**config.mk**
```make
export PLATFORM = sky130hd
export DESIGN_NAME = led_trail_pwm_flat
export DESIGN_NICKNAME = d
export VERILOG_FILES = /design/src/rtl/led_trail_pwm_if.sv /design/src/rtl/led_trail_pwm.sv /design/src/flat_wrapper.sv
export SDC_FILE = /design/constraint.sdc
export NUM_CORES = 1
export LEC_CHECK = 0
export ABC_AREA = 1
export CORE_ASPECT_RATIO = 1.1
export CORE_UTILIZATION = 25
export DETAILED_ROUTE_END_ITERATION = 7
export PLACE_DENSITY = 0.42
export SLEW_MARGIN = 10
export SYNTH_ARGS = -nofsm -noshare
export SYNTH_HDL_FRONTEND = slang
export SYNTH_SLANG_ARGS = --single-unit
```
**constraint.sdc**
```tcl
create_clock -name i_clk -period 1.9 [get_ports i_clk]
set_input_delay 0.38 -clock i_clk [delete_from_list [all_inputs] [get_ports i_clk]]
set_output_delay 0.38 -clock i_clk [all_outputs]
set_load 0.02 [all_outputs]
```
**src/rtl/led_trail_pwm_if.sv**
```systemverilog
// rtl/led_trail_pwm_if.sv - pattern input and PWM/status output bundle for led_trail_pwm
interface led_trail_pwm_if;
    logic [7:0] i_led_pattern;
    logic       i_pattern_valid;
    logic [7:0] o_led;
    logic       o_decay_tick;
    logic       o_active;

    modport master (
        output i_led_pattern,
        output i_pattern_valid,
        input  o_led,
        input  o_decay_tick,
        input  o_active
    );

    modport slave (
        input  i_led_pattern,
        input  i_pattern_valid,
        output o_led,
        output o_decay_tick,
        output o_active
    );
endinterface

```
**src/rtl/led_trail_pwm.sv**
```systemverilog
// rtl/led_trail_pwm.sv - per-LED decaying brightness trail with 16-step PWM drive
// Optional LED_GAMMA_EN maps brightness levels through a perceptual gamma table.
module led_trail_pwm #(
    parameter int unsigned DECAY_DIV = 1000
) (
    input  logic           i_clk,
    input  logic           i_rst,
    led_trail_pwm_if.slave bus
);
    localparam logic [15:0] PRESC_MAX = 16'(DECAY_DIV - 1);

    logic [15:0] presc_q, presc_d;
    logic [3:0]  pwm_q, pwm_d;
    logic [3:0]  level_q [8];
    logic [3:0]  level_d [8];
    logic [7:0]  led_q, led_d;
    logic        tick_q, tick_d;
    logic        active_q, active_d;
    logic        decay_step;

    function automatic logic [3:0] cmp_val(input logic [3:0] lvl);
`ifdef LED_GAMMA_EN
        case (lvl)
            4'd0, 4'd1, 4'd2:  return 4'd0;
            4'd3, 4'd4, 4'd5:  return 4'd1;
            4'd6, 4'd7:        return 4'd2;
            4'd8:              return 4'd3;
            4'd9:              return 4'd4;
            4'd10:             return 4'd5;
            4'd11:             return 4'd6;
            4'd12:             return 4'd8;
            4'd13:             return 4'd10;
            4'd14:             return 4'd12;
            default:           return 4'd15;
        endcase
`else
        return lvl;
`endif
    endfunction

    always_comb begin
        decay_step = (presc_q == PRESC_MAX);
        presc_d    = decay_step ? 16'd0 : presc_q + 16'd1;
        pwm_d      = pwm_q + 4'd1;
        tick_d     = decay_step;
        active_d   = 1'b0;
        led_d      = 8'h00;
        for (int i = 0; i < 8; i++) begin
            // A load in the same cycle as a decay step takes priority.
            if (bus.i_pattern_valid && bus.i_led_pattern[i]) begin
                level_d[i] = 4'd15;
            end else if (decay_step && level_q[i] != 4'd0) begin
                level_d[i] = level_q[i] - 4'd1;
            end else begin
                level_d[i] = level_q[i];
            end
            led_d[i] = (cmp_val(level_q[i]) > pwm_q);
            active_d = active_d | (level_q[i] != 4'd0);
        end
    end

    always_ff @(posedge i_clk) begin
        if (i_rst) begin
            presc_q  <= 16'd0;
            pwm_q    <= 4'd0;
            led_q    <= 8'h00;
            tick_q   <= 1'b0;
            active_q <= 1'b0;
            for (int i = 0; i < 8; i++) begin
                level_q[i] <= 4'd0;
            end
        end else begin
            presc_q  <= presc_d;
            pwm_q    <= pwm_d;
            led_q    <= led_d;
            tick_q   <= tick_d;
            active_q <= active_d;
            for (int i = 0; i < 8; i++) begin
                level_q[i] <= level_d[i];
            end
        end
    end

    assign bus.o_led        = led_q;
    assign bus.o_decay_tick = tick_q;
    assign bus.o_active     = active_q;
endmodule

```
**src/flat_wrapper.sv**
```systemverilog
// flat-port wrapper written by rule: the top's interface ports become plain ports
module led_trail_pwm_flat 
#(
    parameter int unsigned DECAY_DIV = 1000
)
  (i_clk, i_rst, bus_i_led_pattern, bus_i_pattern_valid, bus_o_led, bus_o_decay_tick, bus_o_active);
  led_trail_pwm_if bus_i ();
  input  logic i_clk;
  input  logic i_rst;
  input wire logic [$bits(bus_i.i_led_pattern)-1:0] bus_i_led_pattern;
  input wire logic [$bits(bus_i.i_pattern_valid)-1:0] bus_i_pattern_valid;
  output wire logic [$bits(bus_i.o_led)-1:0] bus_o_led;
  output wire logic [$bits(bus_i.o_decay_tick)-1:0] bus_o_decay_tick;
  output wire logic [$bits(bus_i.o_active)-1:0] bus_o_active;
  assign bus_i.i_led_pattern = bus_i_led_pattern;
  assign bus_i.i_pattern_valid = bus_i_pattern_valid;
  assign bus_o_led = bus_i.o_led;
  assign bus_o_decay_tick = bus_i.o_decay_tick;
  assign bus_o_active = bus_i.o_active;
  led_trail_pwm #(.DECAY_DIV(DECAY_DIV)) u_core (.i_clk(i_clk), .i_rst(i_rst), .bus(bus_i));
endmodule
```
== After elaboration in Yosys (flattened, before gate mapping) ==
Memories as Yosys holds them, arrays and structs flattened.
Index checks and enable logic that the tools add are counted.

* RAM bits: 32
* Logic and storage cells: 92
* Output and inout bits: 10
* Input bits: 11
* Register bits after elaboration: 30
* Memories: 1

* Bitwise operators: 15
* Add/subtract/negate cells: 10
* $lt $le $gt $ge: 8
* Reductions and logical operators: 25
* Equal/unequal tests: 1
* Multiplexer cells: 27

{| class="wikitable"
|+ Memory list
! memory !! depth !! width !! read ports !! clocked after memory_dff !! wr ports !! line !! source
|-
| u_core.level_q || 8 || 4 || 8 || 0 || 8 || led_trail_pwm.sv:14 || <nowiki>logic [3:0] level_q [8];</nowiki>
|}

{| class="wikitable"
|+ Operators with widths
! operator !! number
|-
| 4-bit 2-to-1 mux || 24
|-
| 4-bit > comparator || 8
|-
| 4-bit nonzero test || 8
|-
| 4-bit by 1-bit subtractor with 4-bit output (second input constant) || 8
|-
| 16-bit by 1-bit adder with 16-bit output (second input constant) || 1
|-
| 16-bit by 10-bit == test with 1-bit output (second input constant) || 1
|-
| 1-bit logical AND || 16
|-
| 1-bit OR || 15
|-
| 4-bit by 1-bit adder with 4-bit output (second input constant) || 1
|-
| 1-bit 2-to-1 mux || 3
|-
| 2-bit OR reduction || 1
|}

== Logic depth before layout (Yosys ltp) ==
* Depth after elaboration: 8
* Depth in mapped cells: 8
* Mapped depth without buffers: 8

== Least setup slack after synthesis ==
No wires, ideal clock.

* Path kind: register to register
* Start: reg u_core.presc_q[0]
* End: mem u_core.level_q[7][1] (netlist: u_core.level_q[0][29])
* Stages on the path, launching flop included: 8
* Slack: 0.504 ns
* Required time: 1.830 ns
* Setup time: 0.070 ns
* Buffers on the path: 0
* Arrival time: 1.325 ns
* Clock period less this slack: 1.396 ns
* Cell sequence: dfxtp_1 > ha_1 > nand3_1 > nor2_8 > nand3_4 > nand2_2 > nand2_1 > a21oi_1

{| class="wikitable"
|+ RTL lines
! item !! line !! source
|-
| start: declaration || led_trail_pwm.sv:12 || <nowiki>logic [15:0] presc_q, presc_d;</nowiki>
|-
| start signal: assignment || led_trail_pwm.sv:73 || <nowiki>presc_q <= presc_d;</nowiki>
|-
| end: declaration || led_trail_pwm.sv:14 ||
|}

== Worst setup path in the final report ==
* Start: reg u_core.tick_q (netlist: u_core.bus.o_decay_tick)
* End: out bus_o_decay_tick

{| class="wikitable"
|+ RTL lines
! item !! line !! source
|-
| start: declaration || led_trail_pwm.sv:17 || <nowiki>logic tick_q, tick_d;</nowiki>
|-
| start signal: assignment || led_trail_pwm.sv:76 || <nowiki>tick_q <= tick_d;</nowiki>
|-
| end: declaration || flat_wrapper.sv:13 || <nowiki>output wire logic [$bits(bus_i.o_decay_tick)-1:0] bus_o_decay_tick;</nowiki>
|}

No word-level cell between the ends.

==> out/qor.yml <==
worst_setup_path:
  critPathRequiredTime_ps: 1520
  launch_point_of_the_worst_reg_to_reg_path: "u_core.presc_q[0]"
  critPathKind: "reg -> out"
  timing.critical_path.from_type: "register"
  path_cells: "clkdlybuf4s50_1"
  critical_path.top_delay_family: "buffers and inverters"
  worstSetupEndpointType: "output pin"
  critical_path.startpoint: "u_core.bus.o_decay_tick"
  critical_path.reg2reg.endpoint: "u_core.level_q[0][31]"
  cp_slowest_stage_delay_ps: 610
  worst_path_bufs_invs: 1
  arrival_ps: 1290
  timing.reg2reg.worst_path_depth: 7
  r2r_setup_slack_ps: 270
  cp_slowest_cell: "sky130_fd_sc_hd__clkdlybuf4s50_1"
  cp_max_fo: 1
clocking:
  cts-htree-levels: 3
  cts_resized: 0
  worst_setup_hold_path_clk_slew_ps: 50
  clock_tree.root_cell: "sky130_fd_sc_hd__clkbuf_16"
  setup_buffers_after_cts: 0
  cts.hold.buffers_added: 0
  cts.path.max_buffers: 2
  tritoncts: "yes"
  clock_buffers_created_by_tritoncts: 9
  clock_sink_count: 62
  clock_latency_ps: 340
sta:
  timing.max_slew.rel_slack: 0.653
  final-max-slew-violation-count: 0
  fin_tns_setup_ps: 0
  max_slew.worst_pin.slew_ps: 516
  max_freq_mhz: 599
  rsz0062_at_grt: "false"
  setup_violations: 0
  post_route_clock_period_utilization: 0.879
  timing.clock.skew_ps: 8.03
  final_hold_viol_count: 0
  hold-worst-slack_ps: 446
  worst_slack_ps: 231
  final.min_clock_period_ps: 1670
detailed_routing:
  drt-total-wl_um: 9820
  vias: 3436
  via_per_inst: 4.45
  final_ant_viol_nets: 0
  post_drt_wl_per_cell_um: 12.7
  detail_route.first_pass.iterations: 6
  drt_drc_violations_left: 0
  dr.first_iter.drc_count: 144
logic_synthesis:
  synth_most_common_cell: "sky130_fd_sc_hd__nand2_1"
  synth_simple_gate_area_share: 0.341
  synth_fp_nets: 595
  synth-seq-cells: 62
  synth_top_area_cell: "sky130_fd_sc_hd__dfxtp_1"
  synth.mux.area_fraction: 0
  synth_xor_xnor_area_share: 0.0292
  async_flop_share: 0
  synth-edff-count: 0
  synth_seq_area_share: 0.319
  synth.top_cells.by_count: "sky130_fd_sc_hd__nand2_1 (136), sky130_fd_sc_hd__dfxtp_1 (62), sky130_fd_sc_hd__inv_1 (55)"
  most_common_flop_cell_mapped_by_yosys: "sky130_fd_sc_hd__dfxtp_1"
  fraction_of_the_mapped_netlist_area_in_adder_cells: 0.154
  synth_top_family_by_area: "simple AND/OR/NAND/NOR gates"
  post_synth_instance_area_um2: 3890
  netlist_top_cells_area: "sky130_fd_sc_hd__dfxtp_1 (32%), sky130_fd_sc_hd__ha_1 (15%), sky130_fd_sc_hd__nand2_1 (13%)"
  syn_area_per_cell_um2: 7.26
  netlist.area_leader.share: 0.319
  netlist-cell-type-count: 26
  synth_compound_area_frac: 0.0935
  synth_cells: 536
  yosys_warnings: 0
pwr:
  leakage_uw: 0.00201
  cellPowerDensity_nw_per_um2: 839
  power.ir.vdd_worst_uv: 256
  fin_total_pwr_uw: 3940
min_path:
  hold_class: "reg -> reg"
  whs_path_depth: 1
  worstHoldEndpoint: "u_core.presc_q[0]"
  beginning_of_the_worst_hold_path: "u_core.presc_q[0]"
floorplanning:
  core_area_um2: 15100
  fp.dieArea_um2: 16100
  dieWidth_um: 121
  start_util: 0.258
  io_pins: 21
  overall_die_height_um: 133
  num_rows: 47
global_routing:
  largest_net_degree_at_the_start_of_global_routing: 37
  groute.layer.met2.usage: 0.207
  remaining_global_route_overflow: 0
  gr_met3_demand_resource: 0.0302
  number_of_global_route_vias_before_repair: 3292
  global_route.peak_usage_layer: "met2"
  grtUsageMet1: 0.174
  number_of_antenna_violations_at_the_first_check_in_global_routing: 0
  grt_pass1_wl_um: 16300
  grt_usage: 0.133
place:
  preCtsSetupSlack_ps: 210
  post-place-cells: 757
  portBuffers: 20
  dpl.hpwl_um: 7120
  finalWeightedCongestion: 0.756
layout:
  area_delta_synth_final_pct: 20.6
  non_filler_instances: 773
  diodes_inserted: 0
  drive_above_1_share: 0.106
  layout_nets: 631
flow_run:
  max_cap_violations: 0
status:
  run_status: "complete, no violations"
-- layout by cell type, fill, tap and decap left out, types with 7 or more instances in the layout --
| cell | count |
|---|---|
| sky130_fd_sc_hd__dfxtp_1 | 62 |
| sky130_fd_sc_hd__nor3_1 | 8 |
| sky130_fd_sc_hd__clkdlybuf4s50_1 | 20 |
| sky130_fd_sc_hd__nand2_2 | 13 |
| sky130_fd_sc_hd__nor2_1 | 44 |
| sky130_fd_sc_hd__a21oi_1 | 52 |
| sky130_fd_sc_hd__buf_4 | 12 |
| sky130_fd_sc_hd__nand3_1 | 49 |
| sky130_fd_sc_hd__inv_1 | 55 |
| sky130_fd_sc_hd__o21ai_0 | 7 |
| sky130_fd_sc_hd__nand2_1 | 136 |
| sky130_fd_sc_hd__ha_1 | 48 |
| sky130_fd_sc_hd__or2_2 | 8 |
| sky130_fd_sc_hd__nand4_1 | 11 |
| sky130_fd_sc_hd__xor2_1 | 11 |
| sky130_fd_sc_hd__clkbuf_16 | 9 |
-- worst max path at each step --
stage                                       end  slack, ps  depth (start not counted)
after CTS                      bus_o_decay_tick        200                          1
after global placement     u_core.level_q[0][3]        240                          6
after floorplan           u_core.level_q[0][29]        500                          7
after global routing      u_core.level_q[0][31]         60                          7
after detailed placement   u_core.level_q[0][3]        210                          6
final                          bus_o_decay_tick        230                          1
-- report_power, final --
group          internal, µW  switching, µW
Sequential             1400           67.5
Clock                  1080            614
Combinational           331            452
Total                  2810           1130
-- per-layer routing --
layer	share of wire	vias up
met5	0	-
met2	0.44	40
li1	-	1844
met3	0.027	18
met1	0.50	1534
met4	0.024	0
-- per-stage QoR --
stage,util,instance area (µm²)
floorplan,-,3890
global placement,0.291,4400
detailed placement,0.291,4400
CTS,0.311,4700
global route,0.311,4700
finish,0.311,4700
-- final cells by class --
class | instances | area, µm²
clock buffer | 12 | 256
clock inverter | 4 | 45.0
fill | 1626 | 10400
inverter | 57 | 214
multi-input combinational | 410 | 2400
sequential | 62 | 1240
tap | 196 | 245
timing repair buffer | 32 | 290
-- registers in the layout, indices dropped and copies added (netlist names) --
name                     cells
u_core.bus.o_active          1
u_core.bus.o_decay_tick      1
u_core.bus.o_led             8
u_core.level_q              32
u_core.presc_q              16
u_core.pwm_q                 4
-- logic make-up after synthesis --
group           Yosys count
fa+ha+maj                48
compound gates           68
flops                    62
simple gates            281
xor+xnor                 13
buf+inv                  64
No activity file was read; power rests on OpenSTA's default activity.
